--- src/rtl/fetch_unit_pkg.sv ---
// -----------------------------------------------------------------------------
// fetch_unit_pkg
// Shared core definitions used by the fetch stage and by decode.
//   RESET_PC_DEFAULT : first fetch address after reset
//   NOP_INST         : canonical NOP (addi x0, x0, 0)
//   PC_STEP          : sequential fetch increment
//   opcode_e         : major opcode encodings (inst[6:0])
//   fetch_entry_t    : PC + instruction pair held in the fetch buffer
// -----------------------------------------------------------------------------
package fetch_unit_pkg;

  localparam logic [31:0] RESET_PC_DEFAULT = 32'h0100_0000;
  localparam logic [31:0] NOP_INST         = 32'h0000_0013;
  localparam logic [31:0] PC_STEP          = 32'd4;

  typedef enum logic [6:0] {
    OP_LOAD   = 7'b0000011,
    OP_IMM    = 7'b0010011,
    OP_AUIPC  = 7'b0010111,
    OP_STORE  = 7'b0100011,
    OP_REG    = 7'b0110011,
    OP_LUI    = 7'b0110111,
    OP_BRANCH = 7'b1100011,
    OP_JALR   = 7'b1100111,
    OP_JAL    = 7'b1101111,
    OP_SYSTEM = 7'b1110011
  } opcode_e;

  typedef struct packed {
    logic [31:0] pc;
    logic [31:0] inst;
  } fetch_entry_t;

  // Fetch addresses are always word aligned; the low two bits of a
  // redirect target are simply discarded.
  function automatic logic [31:0] alignPc(input logic [31:0] pc);
    return {pc[31:2], 2'b00};
  endfunction

  // Decode uses this to pull the major opcode out of an instruction word.
  function automatic opcode_e getOpcode(input logic [31:0] instWord);
    return opcode_e'(instWord[6:0]);
  endfunction

endpackage

--- src/rtl/fetch_unit_buffer.sv ---
// -----------------------------------------------------------------------------
// fetch_buffer
// Small circular FIFO of {PC, instruction} pairs between instruction memory
// and decode. A flush empties it in one cycle and wins over push and pop.
//   clock, reset             : clock, synchronous active-high reset
//   i_flush                  : discard every entry
//   i_push, i_pushPc/Inst    : write a new entry at the tail
//   i_pop                    : remove the head entry
//   o_valid                  : buffer is non-empty
//   o_headPc, o_headInst     : head entry contents
//   o_count                  : current occupancy
// -----------------------------------------------------------------------------
module fetch_buffer
  import fetch_unit_pkg::*;
#(
  parameter int DEPTH = 2,
  localparam int CNT_W = $clog2(DEPTH) + 1
) (
  input  logic             clock,
  input  logic             reset,
  input  logic             i_flush,
  input  logic             i_push,
  input  logic [31:0]      i_pushPc,
  input  logic [31:0]      i_pushInst,
  input  logic             i_pop,
  output logic             o_valid,
  output logic [31:0]      o_headPc,
  output logic [31:0]      o_headInst,
  output logic [CNT_W-1:0] o_count
);

  localparam int               PTR_W    = (DEPTH > 1) ? $clog2(DEPTH) : 1;
  localparam logic [PTR_W-1:0] LAST_IDX = PTR_W'(DEPTH - 1);
  localparam logic [CNT_W-1:0] FULL_CNT = CNT_W'(DEPTH);

  fetch_entry_t     r_mem [DEPTH];
  logic [PTR_W-1:0] r_head;
  logic [PTR_W-1:0] r_tail;
  logic [CNT_W-1:0] r_count;

  logic             w_doPush;
  logic             w_doPop;
  fetch_entry_t     w_head;

  // Pointer wrap handles depths that are not a power of two.
  function automatic logic [PTR_W-1:0] nextIdx(input logic [PTR_W-1:0] idx);
    if (idx == LAST_IDX) begin
      return '0;
    end
    return idx + PTR_W'(1);
  endfunction

  // A push into a full buffer is only legal when the head leaves in the
  // same cycle; the fetch credit scheme keeps the full-without-pop case away.
  assign w_doPop  = i_pop && (r_count != '0) && !i_flush;
  assign w_doPush = i_push && !i_flush && ((r_count != FULL_CNT) || w_doPop);

  // Storage array carries no reset: the count and pointers decide what is
  // meaningful, so stale contents are never presented.
  always_ff @(posedge clock) begin
    if (w_doPush) begin
      r_mem[r_tail] <= '{pc: i_pushPc, inst: i_pushInst};
    end
  end

  // Pointer and occupancy bookkeeping; reset and flush both return the
  // buffer to the empty state, and push/pop together leave occupancy as is.
  always_ff @(posedge clock) begin
    if (reset || i_flush) begin
      r_head  <= '0;
      r_tail  <= '0;
      r_count <= '0;
    end else begin
      if (w_doPush) begin
        r_tail <= nextIdx(r_tail);
      end
      if (w_doPop) begin
        r_head <= nextIdx(r_head);
      end
      r_count <= r_count + CNT_W'(w_doPush) - CNT_W'(w_doPop);
    end
  end

  assign w_head     = r_mem[r_head];
  assign o_valid    = (r_count != '0);
  assign o_headPc   = w_head.pc;
  assign o_headInst = w_head.inst;
  assign o_count    = r_count;

endmodule

--- src/rtl/fetch_unit.sv ---
// -----------------------------------------------------------------------------
// fetch_unit
// Instruction fetch stage: issues word-aligned requests to instruction
// memory, buffers returned words with their PCs, and presents them to decode.
// Redirects flush the buffer and discard responses still owed for the old
// path.
//   clock, reset                      : clock, synchronous active-high reset
//   redirect_valid, redirect_pc       : taken branch / jump target
//   imem_req_valid/ready/addr         : request channel to instruction memory
//   imem_resp_valid/data              : in-order response channel
//   f_valid, f_pc, inst               : instruction presented to decode
//   d_ready                           : decode consumes the presented entry
// -----------------------------------------------------------------------------
module fetch_unit
  import fetch_unit_pkg::*;
#(
  parameter logic [31:0] RESET_PC  = RESET_PC_DEFAULT,
  parameter int          BUF_DEPTH = 2
) (
  input  logic        clock,
  input  logic        reset,
  input  logic        redirect_valid,
  input  logic [31:0] redirect_pc,
  output logic        imem_req_valid,
  input  logic        imem_req_ready,
  output logic [31:0] imem_req_addr,
  input  logic        imem_resp_valid,
  input  logic [31:0] imem_resp_data,
  output logic        f_valid,
  output logic [31:0] f_pc,
  output logic [31:0] inst,
  input  logic        d_ready
);

  localparam int               CNT_W     = $clog2(BUF_DEPTH) + 1;
  localparam logic [CNT_W:0]   OCC_LIMIT = (CNT_W + 1)'(BUF_DEPTH);

  logic [31:0]      r_fetchPc;
  logic [31:0]      r_respPc;
  logic [CNT_W-1:0] r_outstanding;
  logic [CNT_W-1:0] r_drop;

  logic             w_fire;
  logic             w_credit;
  logic [CNT_W:0]   w_occupancy;
  logic [CNT_W-1:0] w_inflightNext;
  logic             w_dropping;
  logic             w_keepResp;
  logic             w_pop;
  logic [31:0]      w_redirectPc;
  logic             w_bufValid;
  logic [31:0]      w_headPc;
  logic [31:0]      w_headInst;
  logic [CNT_W-1:0] w_bufCount;

  // Credit: requests in flight plus entries already buffered may never
  // exceed the buffer size, so every kept response is guaranteed a slot.
  assign w_occupancy    = {1'b0, r_outstanding} + {1'b0, w_bufCount};
  assign w_credit       = (w_occupancy < OCC_LIMIT);
  assign imem_req_valid = !reset && !redirect_valid && w_credit;
  assign imem_req_addr  = r_fetchPc;
  assign w_fire         = imem_req_valid && imem_req_ready;

  // In-flight count after this cycle. It includes requests whose responses
  // are going to be dropped, which is what a redirect or reset must skip.
  assign w_inflightNext = r_outstanding + CNT_W'(w_fire) - CNT_W'(imem_resp_valid);

  // Responses are in order, so every response seen while the drop counter
  // is non-zero belongs to an abandoned path.
  assign w_dropping   = (r_drop != '0);
  assign w_keepResp   = imem_resp_valid && !w_dropping && !redirect_valid && !reset;
  assign w_pop        = w_bufValid && d_ready && !redirect_valid && !reset;
  assign w_redirectPc = alignPc(redirect_pc);

  // Fetch PC and response-PC tracking. r_respPc is the PC of the next
  // response that will be kept; because responses return in order and all
  // dropped ones precede the kept ones, it only needs to restart at the
  // new path start and step by four per kept response.
  always_ff @(posedge clock) begin
    if (reset) begin
      r_fetchPc <= RESET_PC;
      r_respPc  <= RESET_PC;
    end else if (redirect_valid) begin
      r_fetchPc <= w_redirectPc;
      r_respPc  <= w_redirectPc;
    end else begin
      if (w_fire) begin
        r_fetchPc <= r_fetchPc + PC_STEP;
      end
      if (w_keepResp) begin
        r_respPc <= r_respPc + PC_STEP;
      end
    end
  end

  // Outstanding and drop counters. On reset or redirect everything still
  // in flight (after this cycle's response, if any) becomes owed drops,
  // so late responses from the old path never reach the buffer. The
  // outstanding count keeps tracking those requests, which keeps the
  // total the memory can hold bounded by the buffer depth.
  always_ff @(posedge clock) begin
    if (reset || redirect_valid) begin
      r_outstanding <= w_inflightNext;
      r_drop        <= w_inflightNext;
    end else begin
      r_outstanding <= w_inflightNext;
      if (w_dropping && imem_resp_valid) begin
        r_drop <= r_drop - CNT_W'(1);
      end
    end
  end

  fetch_buffer #(
    .DEPTH(BUF_DEPTH)
  ) u_buffer (
    .clock      (clock),
    .reset      (reset),
    .i_flush    (redirect_valid),
    .i_push     (w_keepResp),
    .i_pushPc   (r_respPc),
    .i_pushInst (imem_resp_data),
    .i_pop      (w_pop),
    .o_valid    (w_bufValid),
    .o_headPc   (w_headPc),
    .o_headInst (w_headInst),
    .o_count    (w_bufCount)
  );

  // Decode sees nothing while reset is held, and a NOP at PC 0 whenever the
  // buffer is empty, so downstream never latches stale data.
  assign f_valid = w_bufValid && !reset;
  assign f_pc    = f_valid ? w_headPc : 32'h0000_0000;
  assign inst    = f_valid ? w_headInst : NOP_INST;

endmodule

--- config.mk ---
export PLATFORM = sky130hd
export DESIGN_NAME = fetch_unit
export DESIGN_NICKNAME = d
export VERILOG_FILES = /design/src/rtl/fetch_unit_pkg.sv /design/src/rtl/fetch_unit_buffer.sv /design/src/rtl/fetch_unit.sv
export SDC_FILE = /design/constraint.sdc
export NUM_CORES = 1
export LEC_CHECK = 0
export BUFFER_PORTS_ARGS = -buffer_cell sky130_fd_sc_hd__buf_2
export CAP_MARGIN = 25
export CORE_UTILIZATION = 41
export CTS_CLUSTER_SIZE = 28
export DETAILED_ROUTE_END_ITERATION = 12
export GPL_ROUTABILITY_DRIVEN = 0
export PLACE_DENSITY = 0.59
export SYNTH_ARGS = -nofsm -noshare
export SYNTH_HDL_FRONTEND = slang
export SYNTH_SLANG_ARGS = --single-unit
--- constraint.sdc ---
create_clock -name clock -period 6.6 [get_ports clock]
set_clock_uncertainty 0.05 [all_clocks]
set_input_delay 0.66 -clock clock [delete_from_list [all_inputs] [get_ports clock]]
set_output_delay 0.66 -clock clock [all_outputs]
set_load 0.1 [all_outputs]
== Word-level counts from Yosys, hierarchy flattened ==
Memories as Yosys holds them, arrays and structs flattened. A register that Yosys moved wholly into a read port is not among the register bits.
Index checks and enable logic that the tools add are counted.

* Flip-flop bits (word level): 72
* Memory bits (writable): 128
* Input port bits: 70
* Output and inout bits: 98
* Word-level logic and storage cells: 70
* Memories kept: 1

* Add/sub/neg operators: 10
* Order comparisons: 1
* Equal/unequal tests: 1
* Multiplexer cells: 22
* Reduce and logical (&&, ||, !) cells: 26

{| class="wikitable"
|+ Memory list
! memory !! words !! bits a word !! rd ports !! clocked after memory_dff !! write ports !! line !! text
|-
| u_buffer.r_mem || 2 || 64 || 1 || 1 || 1 || fetch_unit_buffer.sv:36 || <nowiki>fetch_entry_t r_mem [DEPTH];</nowiki>
|}

{| class="wikitable"
|+ Operators with widths
! kind !! count
|-
| 2-to-1 mux 32 bit || 6
|-
| adder 32 x 3 -> 32 bit, second input constant || 2
|-
| logical AND 1 bit || 15
|-
| 2-to-1 mux 1 bit || 14
|-
| nonzero test 2 bit || 5
|-
| adder 2 x 1 -> 2 bit || 2
|-
| 2-to-1 mux 2 bit || 2
|-
| subtractor 2 x 1 -> 2 bit || 2
|-
| adder 2 x 2 -> 3 bit || 1
|-
| zero test 1 bit || 3
|-
| < comparator 3 x 2 -> 1 bit, second input constant || 1
|-
| adder 1 bit, second input constant || 2
|-
| logical OR 1 bit || 2
|-
| != test 2 bit, second input constant || 1
|-
| OR reduction 2 bit || 1
|-
| subtractor 2 x 1 -> 2 bit, second input constant || 1
|}

== Longest topological paths before layout ==
Gate-level depths: netlist (run 1).

* Word-level depth: 11
* Gate-level depth with buffers: 11
* Depth with buffers taken out: 11

== By module ==
Synthesis (run 1) repeated with hierarchy kept, for this count alone.

* Cells, all modules: 781
* Area total of the unflattened synthesis: 9,280.2 um^2

{| class="wikitable"
|+ By module, submodules not included
! module !! times used !! cells an instance !! area each (um^2) !! sequential area each (um^2)
|-
| fetch_buffer || 1 || 237 || 4,931.0 || 3,943.8
|-
| fetch_unit || 1 || 544 || 4,349.2 || 1,301.2
|}

== Least setup slack after synthesis (run 1) ==
No wires, ideal clock.

* Path type: in2reg
* From: input redirect_valid
* To: memory u_buffer.r_mem[0][0] (netlist name), enable pin
* Library setup time: 0.482 ns
* Data arrival time: 3.977 ns
* Required time: 6.068 ns
* Slack: 2.091 ns
* Cell stages on the path: 5
* Buffers on the path: 1
* Path through: buf_6 nor2_1 nand2_1 a31o_2 nor2_1

* Word-level cells in the longest chain between the ends: 9
* Elaborated cells on any way between the ends: 12
* Classes of those cells: mux: 2; reduce/logical: 10

{| class="wikitable"
|+ Ends and longest elaborated chain
! element !! line !! text
|-
| start, declared || fetch_unit.sv:22 || <nowiki>input logic redirect_valid,</nowiki>
|-
| zero test 1 bit * || - ||
|-
| logical AND 1 bit (2 in series) || fetch_unit.sv:72 || <nowiki>assign w_pop = w_bufValid && d_ready && !redirect_valid && !reset;</nowiki>
|-
| logical AND 1 bit (2 in series) || fetch_unit_buffer.sv:55 || <nowiki>assign w_doPop = i_pop && (r_count != '0) && !i_flush;</nowiki>
|-
| logical OR 1 bit || fetch_unit_buffer.sv:56 || <nowiki>assign w_doPush = i_push && !i_flush && ((r_count != FULL_CNT) || w_doPop);</nowiki>
|-
| logical AND 1 bit * || fetch_unit_buffer.sv:56 ||
|-
| 2-to-1 mux 1 bit * || fetch_unit_buffer.sv:61 || <nowiki>if (w_doPush) begin</nowiki>
|-
| 2-to-1 mux 1 bit (not written as such) * || fetch_unit_buffer.sv:62 || <nowiki>r_mem[r_tail] <= '{pc: i_pushPc, inst: i_pushInst};</nowiki>
|-
| end, declared || fetch_unit_buffer.sv:36 ||
|}

Mark *: on every way between the ends. The rest lies on a longest branch, timed or not.

== Final worst setup path (run 1) ==
* From: input reset
* To: output inst[0]

* Word-level cells in the longest chain between the ends: 3

{| class="wikitable"
|+ Ends and longest elaborated chain
! element !! line !! text
|-
| start, declared || fetch_unit.sv:21 || <nowiki>input logic reset,</nowiki>
|-
| zero test 1 bit || fetch_unit.sv:131 || <nowiki>assign f_valid = w_bufValid && !reset;</nowiki>
|-
| logical AND 1 bit || fetch_unit.sv:131 ||
|-
| 2-to-1 mux 32 bit || fetch_unit.sv:133 || <nowiki>assign inst = f_valid ? w_headInst : NOP_INST;</nowiki>
|-
| end, declared || fetch_unit.sv:31 || <nowiki>output logic [31:0] inst,</nowiki>
|}

No other way between the ends.

==> reports/results.ini, run 1 <==
[setup_path]
data_required_critical_path_ns=5.89
worstPathBufferInverterCount=6
critPathCaptureType=output port
critical_path_peak_fanout=60
worstPathCellList=buf_2 -> clkinv_1 -> buf_4 -> o21ai_4 -> buf_4 -> inv_1 -> nand2_1 -> buf_2
worstSetupStartpointType=primary input
cp_top_family=buffers and inverters
crit_path_max_incr_delay_ns=0.51
critical_path.slowest_cell=buf_4
worst-endpoint-arrival_ns=2.74
setup.worst_path.class=primary input to output port

[global_routing]
globalRouteOverflowTotal=0
wire_length_of_the_first_global_routing_pass_um=29900
grt_use_total_pct=18.1
first_global_vias=5748
grt_start_max_net_pins=63
grt_antenna_before_repair=0

[logic_synthesis]
postSynthAreaPerCell_um2=12.2
yosys.area_share.simple_pct=13.7
post_synth_instance_area_mm2=0.00841
synth_ff_type=edfxtp_1
postSynthCellCount=690
synth_compound_area_share_pct=8.00
synth-seq-cells=193
combinational_family_with_the_most_area_after_synthesis=simple AND/OR/NAND/NOR gates
async_flop_share_pct=0
number_of_flops_mapped_to_enable_cells_by_yosys=126
ys.warnings.count=0
muxShareOfSynthArea_pct=7.90
yosysUniqueCellTypes=53
sequential_share_of_the_synthesized_area_pct=60.9
yosys.area_share.adder_pct=1.13
xor_and_xnor_fraction_of_the_mapped_netlist_area_pct=5.62

[floorplanning]
design.portCount=168
core_area_mm2=0.0202
floorplan.rows=52
die-height_um=145
floorplan.initialDensity_pct=41.7
chipWidth_um=145
floorplan.die_area_mm2=0.0211

[flow_run]
timing.max_cap.violations=0

[sta]
grt_setup_unrepaired=false
fin_crit_sh_pct=52.3
max_clock_freq_mhz=290
final_period_minus_worst_setup_slack_ns=3.45
report.final.slew_viol_count=0
setup_viol=0
setup_tns_ns=0
hold_viol=0
slew-limit-headroom_pct=34.0
max_slew.worst_pin.slew_ns=0.986

[placement]
dpl.cell_count=1091
post-dp-hpwl_um=12600
placement.io_buffers=161

[hold_path]
hold_path.class=primary input to flop

[drt]
detailedRoute.firstIterationViolations=284
drc=0
average_detailed_routed_wire_length_per_instance_um=16.7
routed_vias=5797
final_antenna_net_count=0
routed_via_density=5.16
drt_wl_total_um=18800
drt_first_pass_iters=5

[layout]
antenna_cells_inserted=0
fraction_of_layout_instances_using_a_drive_strength_above_1_pct=24.8
layout.cells.non_filler=1124
fin_nets=918
area_growth_pct=19.1

[power]
static-leakage-power_nw=3.67
power_per_cell_area_mw_per_mm2=270
peakVddDrop_mv=0.166

[status]
run_status=finished clean

[cts]
clock_tree_from_tritoncts=yes
clock_tree.htree_level_count=4
max-clock-path-buffers=2
clkSinkCount=193
ctsHoldBuffers=0
cts_inserted_buffers=17
postCtsResizedCells=0
path_clk_slew_ns=0.07
cts.root.buffer_cell=clkbuf_16
post-cts-setup-buffers=0
clk_latency_ns=0.43

[worst paths after layout]
kind | cells past startpoint | slack (ns) | to | from
min | 1 | 0.37 | u_buffer.r_mem[0][22]$_DFFE_PP_ | imem_resp_data[22]
min reg2reg | 1 | 0.46 | r_outstanding[0]$_DFF_P_ | r_outstanding[0]$_DFF_P_
max reg2reg | 7 | 3.46 | imem_req_addr[14]$_SDFFE_PP0P_ | u_buffer.o_count[0]$_SDFF_PP0_
max | 8 | 3.15 | inst[0] | reset
[stage by stage]
stage | hold slack [ns] | setup slack, ns | total power (W) | cell area [um2] | util (%)
2_1_floorplan | 0.390 | 2.09 | 0.00170 | 8420 | -
3_3_place_gp | 0.433 | 3.15 | 0.00178 | 9460 | 46.9
3_5_place_dp | 0.442 | 3.11 | 0.00179 | 9460 | 46.9
4_1_cts | 0.355 | 3.11 | 0.00273 | 9990 | 49.5
5_1_grt | 0.349 | 2.93 | 0.00281 | 10000 | 49.7
6_report | 0.372 | 3.15 | 0.00271 | 10000 | 49.7
[logic make-up after synthesis]
logic type	Yosys count
muxes	66
and+or+nand+nor	218
adders and majority gates	7
AOI/OAI and AO/OA	100
xor gates and xnor gates	54
buffers and inverters	51
other	1
DFF	193
[layout make-up]
type / instances / area [um2]
clock buffers: 21 / 440
repair buffers: 168 / 878
multi-input cells: 449 / 3100
well taps: 270 / 338
clock inverters: 11 / 92.6
fillers: 1796 / 10100
flip-flops and latches: 193 / 5130
inverters: 12 / 45.0
[synthesized netlist by cell type (4+ instances only)]
library cell / count / area (um2)
a21boi_0: 33 / 248
inv_1: 11 / 41.3
clkbuf_1: 22 / 82.6
a211oi_1: 4 / 30.0
o21ai_0: 13 / 65.1
a21oi_1: 17 / 85.1
xnor2_1: 12 / 105
dfxtp_1: 67 / 1340
xor2_1: 42 / 368
o21a_1: 19 / 143
buf_2: 4 / 20.0
nand3_1: 21 / 105
nand2_1: 33 / 124
buf_4: 4 / 30.0
buf_1: 6 / 22.5
ha_1: 6 / 75.1
nor2_1: 79 / 297
nor3_1: 8 / 40.0
and2_1: 5 / 31.3
mux2i_1: 63 / 631
nand4_1: 30 / 188
and4_1: 7 / 61.3
edfxtp_1: 126 / 3780
and3_1: 16 / 100
[cells in the final DEF (no fill, tap or decap), types with 19 or more instances in the layout]
cell type    n
nor2_1      77
edfxtp_1   126
buf_2      161
a21boi_0    33
o21a_1      19
xor2_1      42
nand4_1     30
nand2_1     33
nand3_1     21
mux2i_1     63
dfxtp_1     66
[report_power, final]
| group | total (W) | switching, W | internal, W |
|---|---|---|---|
| sequential | 0.00141 | 0.0000512 | 0.00135 |
| clock | 0.000942 | 0.000427 | 0.000515 |
| combinational | 0.000361 | 0.000265 | 0.0000954 |
[flip-flops by register name, indices dropped and copies added, names as in the netlist, named ones only]
| register | count |
|---|---|
| r_outstanding | 2 |
| u_buffer.r_tail | 1 |
| imem_req_addr | 30 |
| r_drop | 2 |
| u_buffer.o_count | 2 |
| r_respPc | 30 |
| u_buffer.r_mem | 124 |
| u_buffer.r_head | 1 |
[layer usage]
| metal | GRT usage [%] | share of wire (%) |
|---|---|---|
| met5 | 0 | 0 |
| met4 | 5.05 | 0.96 |
| met3 | 4.47 | 5.5 |
| met2 | 28.7 | 46 |
| met1 | 24.5 | 48 |
Power figures use the tool's default switching activity.
==> inputs of run 2 (changes only) <==
clock period = 3.59 ns   (was 6.6 ns; I/O delays follow)
==> run 2 against run 1 <==
Against the previous run:
- power is 90% higher
- clock power is 100% higher
- sequential share of layout area is 0.65 points lower
- critical path depth is 4 lower
- global-route usage is 0.19 points higher
- die area stayed put
- first-iteration DRC count is 9.9% lower
- worst hold slack worse by 0.29 ns
- count of clock-buffer cells in the layout is 4 higher
- sequential power is 83% higher
- final area is 1.3% higher
- critical path type is now flop to output port
- highest routed layer unchanged
==> reports/results.ini, run 2 (same netlist as run 1, synthesis figures left out) <==
[global_routing]
globalRouteOverflowTotal=0  ; unchanged
wire_length_of_the_first_global_routing_pass_um=30100  ; was 29900 um
first_global_vias=5729  ; was 5748
grt_start_max_net_pins=63  ; unchanged
grt_use_total_pct=18.3  ; was 18.1%
grt_antenna_before_repair=0  ; unchanged

[power]
static-leakage-power_nw=3.77  ; was 3.67 nW
design_power_total_w=0.00514  ; was 0.00271 W
power_per_cell_area_mw_per_mm2=507  ; was 270 mW/mm2
peakVddDrop_mv=0.321  ; was 0.166 mV

[drt]
drt_wl_total_um=18800  ; about the same
routed_via_density=5.15  ; was 5.16
drc=0  ; unchanged
detailedRoute.firstIterationViolations=256  ; was 284
drt_first_pass_iters=5  ; unchanged
final_antenna_net_count=0  ; unchanged
routed_vias=5816  ; was 5797
average_detailed_routed_wire_length_per_instance_um=16.6  ; was 16.7 um

[layout]
fraction_of_layout_instances_using_a_drive_strength_above_1_pct=25.4  ; was 24.8%
largest_register_ff_count=124  ; unchanged
registers.top_by_ff_count=u_buffer.r_mem  ; unchanged
area_growth_pct=20.6  ; was 19.1%
fin_nets=923  ; was 918
layout.cells.most_common=buf_2  ; unchanged
layout.cells.most_common_list=161 x buf_2, 126 x edfxtp_1, 77 x nor2_1  ; unchanged
antenna_cells_inserted=0  ; unchanged

[sta]
hold_viol=0  ; unchanged
slew-limit-headroom_pct=38.1  ; was 34.0%
final_period_minus_worst_setup_slack_ns=2.81
worst_hold_slack_ns=0.0792  ; was 0.372 ns
setup_viol=0  ; unchanged
max_clock_freq_mhz=356
max_slew.worst_pin.slew_ns=0.925  ; was 0.986 ns
fin_crit_sh_pct=78.2
grt_setup_unrepaired=false  ; unchanged
report.final.slew_viol_count=0  ; unchanged
setup_tns_ns=0  ; unchanged

[cts]
clk_latency_ns=0.42  ; was 0.43 ns
postCtsResizedCells=0  ; unchanged
max-clock-path-buffers=2  ; unchanged
clock_tree.htree_level_count=4  ; unchanged
clkSinkCount=193  ; unchanged
cts.root.buffer_cell=clkbuf_16  ; unchanged
ctsHoldBuffers=0  ; unchanged
post-cts-setup-buffers=0  ; unchanged
clock_tree_from_tritoncts=yes  ; unchanged
cts_inserted_buffers=17  ; unchanged
path_clk_slew_ns=0.07  ; about the same

[floorplanning]
floorplan.die_area_mm2=0.0211  ; unchanged
chipWidth_um=145  ; unchanged
die-height_um=145  ; unchanged
floorplan.initialDensity_pct=41.7  ; unchanged
design.portCount=168  ; unchanged
core_area_mm2=0.0202  ; unchanged
floorplan.rows=52  ; unchanged

[placement]
post-dp-hpwl_um=13400  ; was 12600 um
placement.io_buffers=161  ; unchanged

[setup_path]
worstSetupStartpointType=flop  ; was primary input
worst-endpoint-arrival_ns=2.40  ; was 2.74 ns
critical_path_peak_fanout=33  ; was 60
setup.worst_path.class=flop to output port  ; was primary input to output port
data_required_critical_path_ns=3.18  ; was 5.89 ns
critPathCaptureType=output port  ; unchanged

[hold_path]
hold_path.class=primary input to flop  ; unchanged

[flow_run]
timing.max_cap.violations=0  ; unchanged

[status]
run_status=finished clean  ; unchanged

[run 2: layout make-up]
cell class | instances | area, um2
Clock buffer | 25 | 539
Clock inverter | 7 | 67.6
Fill cell | 1838 | 10000
Inverter | 12 | 45.0
Multi-Input combinational cell | 449 | 3100
Sequential cell | 193 | 5130
Tap cell | 270 | 338
Timing Repair Buffer | 173 | 933
[run 2: layer usage]
metal  vias to the layer above  wire (um)  global-route usage (%)
li1                       2832          -                       -
met4                         0        304                    6.05
met1                      2757       8940                    25.9
met2                       205       8440                    27.8
met3                        22       1070                    3.87
met5                         -          0                       0
[run 2: report_power, final]
group	switching, W	internal (W)
logic	0.000489	0.000182
registers	0.0000934	0.00249
clock network	0.000767	0.00112
[run 2: per-stage QoR]
step / cell area, um2 / worst slack (ns) / cells / util [%]
floorplan: 8420 / -0.625 / 693 / -
global placement: 9540 / 0.893 / 1097 / 47.3
detailed placement: 9540 / 0.857 / 1097 / 47.3
CTS: 10100 / 0.712 / 1129 / 50.3
global route: 10100 / 0.587 / 1129 / 50.3
finish: 10100 / 0.784 / 1129 / 50.3
[run 2: final timing paths]
| path | endpoint | slack, ns | depth (start not counted) | from |
|---|---|---|---|---|
| max | inst[29] | 0.78 | 4 | u_buffer.o_count[1]$_SDFF_PP0_ |
| min | u_buffer.r_mem[0][14]$_DFFE_PP_ | 0.08 | 1 | imem_resp_data[14] |
| max reg2reg | imem_req_addr[29]$_SDFFE_PP0P_ | 0.82 | 7 | u_buffer.o_count[0]$_SDFF_PP0_ |
| min reg2reg | u_buffer.r_mem[1][58]$_DFFE_PP_ | 0.45 | 0 | r_respPc[26]$_SDFFE_PP0P_ |
[run 2: critical path, stage by stage, from the launching register on]
cell and delay [ns]:
dfxtp_1 0.39, o21ai_4 0.73, buf_4 0.43, nor2_1 0.10
buf_2 0.30
